### config.mk
export PLATFORM = sky130hd
export DESIGN_NAME = fwd_hazard_unit_flat
export DESIGN_NICKNAME = d
export VERILOG_FILES = /design/src/rtl/fwd_hazard_pkg.sv /design/src/rtl/fwd_hazard_unit_if.sv /design/src/rtl/fwd_src_sel.sv /design/src/rtl/fwd_hazard_unit.sv /design/src/flat_wrapper.sv
export SDC_FILE = /design/constraint.sdc
export NUM_CORES = 1
export LEC_CHECK = 0
export ABC_AREA = 1
export ABC_CLOCK_PERIOD_IN_PS = 1900
export CORE_AREA = 3 3 186 188
export CTS_CLUSTER_SIZE = 14
export DETAILED_ROUTE_END_ITERATION = 12
export DIE_AREA = 0 0 189 191
export PLACE_DENSITY = 0.55
export SKIP_CTS_REPAIR_TIMING = 1
export SYNTH_ARGS = -nofsm -noshare
export SYNTH_HDL_FRONTEND = slang
export SYNTH_HIERARCHICAL = 1
export SYNTH_SLANG_ARGS = --single-unit
export TNS_END_PERCENT = 100
### constraint.sdc
create_clock -name clk -period 1.9 [get_ports clk]
set_input_delay 0.285 -clock clk [delete_from_list [all_inputs] [get_ports clk]]
set_output_delay 0.285 -clock clk [all_outputs]
set_load 0.05 [all_outputs]
### src/rtl/fwd_hazard_pkg.sv
// Shared types and helpers for the forwarding / load-use hazard unit.
package fwd_hazard_pkg;

    localparam logic [4:0] REG_X0 = 5'd0;

    function automatic int sel_width(input int depth);
        return $clog2(depth + 1);
    endfunction

    typedef struct packed {
        logic       valid;
        logic [4:0] rd;
        logic       reg_write;
        logic       is_load;
    } slot_tag_t;

    typedef enum logic {
        RUN   = 1'b0,
        STALL = 1'b1
    } fsm_state_t;

endpackage

### src/rtl/fwd_hazard_unit_if.sv
// Execute-stage bundle between the pipeline and the hazard unit.
// Statistics counters appear only when FWD_HAZARD_STATS_EN is defined.
interface fwd_hazard_unit_if #(
    parameter int XLEN    = 64,
    parameter int NUM_SRC = 2,
    parameter int DEPTH   = 3
);
    localparam int SELW = fwd_hazard_pkg::sel_width(DEPTH);

    logic                      ext_stall;
    logic                      flush;
    logic                      ex_valid;
    logic [4:0]                ex_rd;
    logic                      ex_reg_write;
    logic                      ex_is_load;
    logic [NUM_SRC*5-1:0]      ex_rs;
    logic [NUM_SRC-1:0]        ex_rs_used;
    logic [NUM_SRC*XLEN-1:0]   ex_rs_value;
    logic [DEPTH*XLEN-1:0]     stage_data;
    logic [NUM_SRC*XLEN-1:0]   fwd_value;
    logic [NUM_SRC*SELW-1:0]   fwd_sel;
    logic                      stall;
`ifdef FWD_HAZARD_STATS_EN
    logic [31:0]               fwd_count;
    logic [31:0]               stall_cycles;
    logic [31:0]               stall_events;
`endif

    modport master (
        output ext_stall, flush, ex_valid, ex_rd, ex_reg_write, ex_is_load,
        output ex_rs, ex_rs_used, ex_rs_value, stage_data,
`ifdef FWD_HAZARD_STATS_EN
        input  fwd_count, stall_cycles, stall_events,
`endif
        input  fwd_value, fwd_sel, stall
    );

    modport slave (
        input  ext_stall, flush, ex_valid, ex_rd, ex_reg_write, ex_is_load,
        input  ex_rs, ex_rs_used, ex_rs_value, stage_data,
`ifdef FWD_HAZARD_STATS_EN
        output fwd_count, stall_cycles, stall_events,
`endif
        output fwd_value, fwd_sel, stall
    );

endinterface

### src/rtl/fwd_src_sel.sv
// Per-operand producer selection: youngest matching slot wins, x0 never forwards.
module fwd_src_sel
    import fwd_hazard_pkg::*;
#(
    parameter int XLEN       = 64,
    parameter int DEPTH      = 3,
    parameter int LOAD_READY = 2,
    parameter int SELW       = sel_width(DEPTH)
) (
    input  slot_tag_t [DEPTH-1:0] i_slots,
    input  logic                  i_ex_valid,
    input  logic [4:0]            i_rs,
    input  logic                  i_used,
    input  logic [XLEN-1:0]       i_rf_value,
    input  logic [DEPTH*XLEN-1:0] i_stage_data,
    output logic [SELW-1:0]       o_sel,
    output logic [XLEN-1:0]       o_value,
    output logic                  o_hazard
);

    // Walk oldest to youngest so the lowest matching slot overrides.
    always_comb begin
        o_sel    = '0;
        o_value  = i_rf_value;
        o_hazard = 1'b0;
        for (int k = DEPTH; k >= 1; k--) begin
            if (i_slots[k-1].valid && i_slots[k-1].reg_write &&
                (i_slots[k-1].rd == i_rs) && (i_rs != REG_X0) &&
                i_used && i_ex_valid) begin
                o_sel    = SELW'(k);
                o_value  = i_stage_data[(k-1)*XLEN +: XLEN];
                o_hazard = i_slots[k-1].is_load && (k < LOAD_READY);
            end
        end
    end

endmodule

### src/rtl/fwd_hazard_unit.sv
// Forwarding and load-use hazard unit: slot shadow pipeline, stall FSM, operand muxes.
// Optional counters enabled by defining FWD_HAZARD_STATS_EN.
module fwd_hazard_unit
    import fwd_hazard_pkg::*;
#(
    parameter int XLEN       = 64,
    parameter int NUM_SRC    = 2,
    parameter int DEPTH      = 3,
    parameter int LOAD_READY = 2
) (
    input logic               clk,
    input logic               reset,
    fwd_hazard_unit_if.slave  bus
);

    localparam int SELW = sel_width(DEPTH);

    slot_tag_t [DEPTH-1:0]              r_slots;
    fsm_state_t                         r_state;
    fsm_state_t                         w_state_next;
    logic [NUM_SRC-1:0][SELW-1:0]       w_sel;
    logic [NUM_SRC-1:0][XLEN-1:0]       w_value;
    logic [NUM_SRC-1:0]                 w_hazard;
    logic                               w_stall;
    logic                               w_advance;
    slot_tag_t                          w_new_slot;

    for (genvar i = 0; i < NUM_SRC; i++) begin : g_src
        fwd_src_sel #(
            .XLEN       (XLEN),
            .DEPTH      (DEPTH),
            .LOAD_READY (LOAD_READY),
            .SELW       (SELW)
        ) u_sel (
            .i_slots      (r_slots),
            .i_ex_valid   (bus.ex_valid),
            .i_rs         (bus.ex_rs[5*i +: 5]),
            .i_used       (bus.ex_rs_used[i]),
            .i_rf_value   (bus.ex_rs_value[i*XLEN +: XLEN]),
            .i_stage_data (bus.stage_data),
            .o_sel        (w_sel[i]),
            .o_value      (w_value[i]),
            .o_hazard     (w_hazard[i])
        );
    end

    assign w_advance     = ~bus.ext_stall;
    assign w_stall       = (|w_hazard) & ~bus.flush;
    assign bus.stall     = w_stall;
    assign bus.fwd_sel   = w_sel;
    assign bus.fwd_value = w_value;

    // A stalled or flushed EX instruction enters slot 1 as a bubble.
    assign w_new_slot = '{valid:     bus.ex_valid & ~bus.flush & ~w_stall,
                          rd:        bus.ex_rd,
                          reg_write: bus.ex_reg_write,
                          is_load:   bus.ex_is_load};

    always_ff @(posedge clk) begin
        if (reset) begin
            r_slots <= '0;
        end else if (w_advance) begin
            for (int k = DEPTH - 1; k >= 1; k--) begin
                r_slots[k] <= r_slots[k-1];
            end
            r_slots[0] <= w_new_slot;
        end
    end

    always_ff @(posedge clk) begin
        if (reset) begin
            r_state <= RUN;
        end else begin
            r_state <= w_state_next;
        end
    end

    always_comb begin
        w_state_next = r_state;
        if (bus.flush) begin
            w_state_next = RUN;
        end else if (w_advance) begin
            w_state_next = w_stall ? STALL : RUN;
        end
    end

`ifdef FWD_HAZARD_STATS_EN
    logic        w_stall_start;
    logic [31:0] r_fwd_count;
    logic [31:0] r_stall_cycles;
    logic [31:0] r_stall_events;

    assign w_stall_start = (r_state == RUN) && w_stall && w_advance;

    // Saturating counters; they never wrap back to zero.
    always_ff @(posedge clk) begin
        if (reset) begin
            r_fwd_count    <= '0;
            r_stall_cycles <= '0;
            r_stall_events <= '0;
        end else begin
            if (w_advance && (|w_sel) && (r_fwd_count != '1))
                r_fwd_count <= r_fwd_count + 32'd1;
            if (w_stall && w_advance && (r_stall_cycles != '1))
                r_stall_cycles <= r_stall_cycles + 32'd1;
            if (w_stall_start && (r_stall_events != '1))
                r_stall_events <= r_stall_events + 32'd1;
        end
    end

    assign bus.fwd_count    = r_fwd_count;
    assign bus.stall_cycles = r_stall_cycles;
    assign bus.stall_events = r_stall_events;
`endif

endmodule

### src/flat_wrapper.sv
// flat-port wrapper written by rule: the top's interface ports become plain ports
module fwd_hazard_unit_flat import fwd_hazard_pkg::*;
#(
    parameter int XLEN       = 64,
    parameter int NUM_SRC    = 2,
    parameter int DEPTH      = 3,
    parameter int LOAD_READY = 2
)
  (clk, reset, bus_ext_stall, bus_flush, bus_ex_valid, bus_ex_rd, bus_ex_reg_write, bus_ex_is_load, bus_ex_rs, bus_ex_rs_used, bus_ex_rs_value, bus_stage_data, bus_fwd_value, bus_fwd_sel, bus_stall);
  fwd_hazard_unit_if #(.XLEN(XLEN), .NUM_SRC(NUM_SRC), .DEPTH(DEPTH)) bus_i ();
  input logic clk;
  input logic reset;
  input wire logic [$bits(bus_i.ext_stall)-1:0] bus_ext_stall;
  input wire logic [$bits(bus_i.flush)-1:0] bus_flush;
  input wire logic [$bits(bus_i.ex_valid)-1:0] bus_ex_valid;
  input wire logic [$bits(bus_i.ex_rd)-1:0] bus_ex_rd;
  input wire logic [$bits(bus_i.ex_reg_write)-1:0] bus_ex_reg_write;
  input wire logic [$bits(bus_i.ex_is_load)-1:0] bus_ex_is_load;
  input wire logic [$bits(bus_i.ex_rs)-1:0] bus_ex_rs;
  input wire logic [$bits(bus_i.ex_rs_used)-1:0] bus_ex_rs_used;
  input wire logic [$bits(bus_i.ex_rs_value)-1:0] bus_ex_rs_value;
  input wire logic [$bits(bus_i.stage_data)-1:0] bus_stage_data;
  output wire logic [$bits(bus_i.fwd_value)-1:0] bus_fwd_value;
  output wire logic [$bits(bus_i.fwd_sel)-1:0] bus_fwd_sel;
  output wire logic [$bits(bus_i.stall)-1:0] bus_stall;
  assign bus_i.ext_stall = bus_ext_stall;
  assign bus_i.flush = bus_flush;
  assign bus_i.ex_valid = bus_ex_valid;
  assign bus_i.ex_rd = bus_ex_rd;
  assign bus_i.ex_reg_write = bus_ex_reg_write;
  assign bus_i.ex_is_load = bus_ex_is_load;
  assign bus_i.ex_rs = bus_ex_rs;
  assign bus_i.ex_rs_used = bus_ex_rs_used;
  assign bus_i.ex_rs_value = bus_ex_rs_value;
  assign bus_i.stage_data = bus_stage_data;
  assign bus_fwd_value = bus_i.fwd_value;
  assign bus_fwd_sel = bus_i.fwd_sel;
  assign bus_stall = bus_i.stall;
  fwd_hazard_unit #(.XLEN(XLEN), .NUM_SRC(NUM_SRC), .DEPTH(DEPTH), .LOAD_READY(LOAD_READY)) u_core (.clk(clk), .reset(reset), .bus(bus_i));
endmodule
==> results by group <==
Logic synthesis
  – Syn. warnings: 6
  – Cells after Synth: 1417
  – Syn nets: 1761
  – Syn Std Cell Area: 6660 sq um
  – Avg Cell Area, Syn: 4.70 sq um

Run
  – Max Cap Violations: 0

STA
  – PnR worst setup slack: -504 ps
  – Max-slew headroom: 75.1%
  – Final hold viol count: 0
  – FMAX: 416 MHz
  – RSZ-0062 raised after global routing: true
  – Worst-margin pin slew: 371 ps
  – Total negative slack: -58670 ps
  – Clock Skews: 5.08 ps
  – Fin crit share: 127%
  – Min Clock Period, post-route: 2400 ps
  – Count of final setup violators: 133
  – Max-slew violations: 0

Critical path
  – Critical path capture point type: primary output
  – CP Class: flip-flop to primary output
  – Worst Path Arrival: 2120 ps
  – Critical path peak fanout: 8
  – Worst path cell trace: inv_1, nand2_1, nand2_1, nor2_4, nand2_2, buf_6, nor2_8, buf_12, buf_12, nand3_1, nand2_1, nor2_1, nor2_4, buf_12
  – Crit path launch type: flip-flop
  – CP max-delay cell: dfxtp_2
  – Worst path required time: 1620 ps
  – Worst path max stage delay: 370 ps

Final layout
  – Max reg flops: 22
  – Top flop regs: u_core/r_slots x22
  – Layout cell share with drive strength beyond 1: 38.5%
  – Top reg by flops: u_core/r_slots
  – Commonest non-fill, non-tap cell in the layout: nand2_1
  – Most frequent cells in the layout: 430 x nand2_1, 330 x clkdlybuf4s50_1, 224 x nand3_1
  – Total Nets Final: 2338
  – Final Core Density: 51.9%
  – Final cell count without fillers: 2448
  – Area grow syn2layout: 159%

Die
  – Die Span Y: 191 um
  – Starting Density: 20.0%
  – DIE WIDTH: 189 um
  – Core box area: 33300 sq um
  – Std cell rows: 67
  – Area of the die: 36100 sq um
  – Num ports: 477

Route
  – Avg WL per Cell: 20.2 um
  – DR pass1 iterations: 5
  – First DRT Iteration DRCs: 714
  – Antenna-violating nets left: 0
  – DRT Wirelength: 49400 um
  – Via count: 11600
  – Vias per cell: 4.75
  – Residual DRC: 0

Clock tree
  – TritonCTS Buffers: 3
  – H-tree depth: 1
  – Worst-skew pair later-pin latency: 260 ps
  – Clock sink total: 22
  – Clock slew at reported path FFs: 70 ps
  – CTS tree: built
  – Clock Tree Buf Depth: 2
  – CTS Root Cell: clkbuf_16

Pwr
  – Sequential power share: 12.6%
  – Pwr Total: 3.92 mW
  – Clock network fraction of total power: 15.7%
  – Comb pwr share: 71.7%
  – Pwr Density: 227 nW/um^2
  – Switching share of power: 38.8%
  – Internal power: 2.40 mW
  – P_sw: 1.52 mW
  – Static Leakage: 8.26 nW
  – Worst VDD drop: 0.000277 V

Placement
  – Gp weighted congestion: 0.901
  – Placed Instances: 2386
  – Buffers on Ports: 476
  – Detailed Place HPWL: 33000 um
  – Pre-CTS setup slack: -814 ps

Global route
  – Vias in the first global route: 11100
  – Pin count of the biggest net entering global routing: 77
  – Aggregate global routing overflow: 0
  – Gr usage total: 21.9%
  – Initial antenna violation count: 8
  – First-pass GRT wire length: 62800 um

Worst hold path
  – Hold Crit Class: input pin to flip-flop

Run status
  – Violated checks: setup timing
  – Status: complete, but fails checks
## layer usage
metal,track usage (%),vias up,wire length (um)
li1,-,5616,-
met1,27.0,5420,19900
met2,39.1,511,24400
met3,3.37,81,3520
met4,6.67,2,1590
met5,0,-,13
## final timing paths
check,from,end,slack (ps),depth (start not counted)
hold reg to reg,u_core/r_slots[17],u_core/r_slots[17],480,2
setup reg to reg,u_core/r_slots[3],u_core/r_slots[7],220,10
setup / recovery,u_core/r_slots[18],bus_fwd_value[38],-500,14
hold / removal,bus_ex_valid,u_core/r_slots[7],440,5
## stage by stage
stage,hold WS [ps],cell area [sq um]
after detailed placement,489,15100
after CTS,498,15200
after global placement,474,15100
after global routing,492,17300
final,436,17300
after floorplan,347,7620
## power groups by stage
stage	Combinational (mW)	Sequential, mW	Clock (mW)
after floorplan	1.06	0.504	0
after global placement	2.68	0.507	0
after detailed placement	2.69	0.507	0
after CTS	2.70	0.497	0.626
after global routing	2.95	0.494	0.641
final	2.81	0.492	0.617
## area by class of cell
type | instances | area, sq um
inverter | 49 | 218
timing repair buffer | 671 | 8710
clock buffer | 3 | 75.1
sequential | 22 | 483
clock inverter | 1 | 30.0
fill | 3255 | 16000
antenna | 7 | 17.5
tap | 448 | 561
multi-input combinational | 1247 | 7190
## critical path, delay by kind of cell, from the launching register on
| family | cells | cell delay, ps |
|---|---|---|
| buf+inv | 5 | 620 |
| simple gates | 9 | 850 |
| flops | 1 | 370 |
Note: power is estimated with default switching activity, not from simulation.
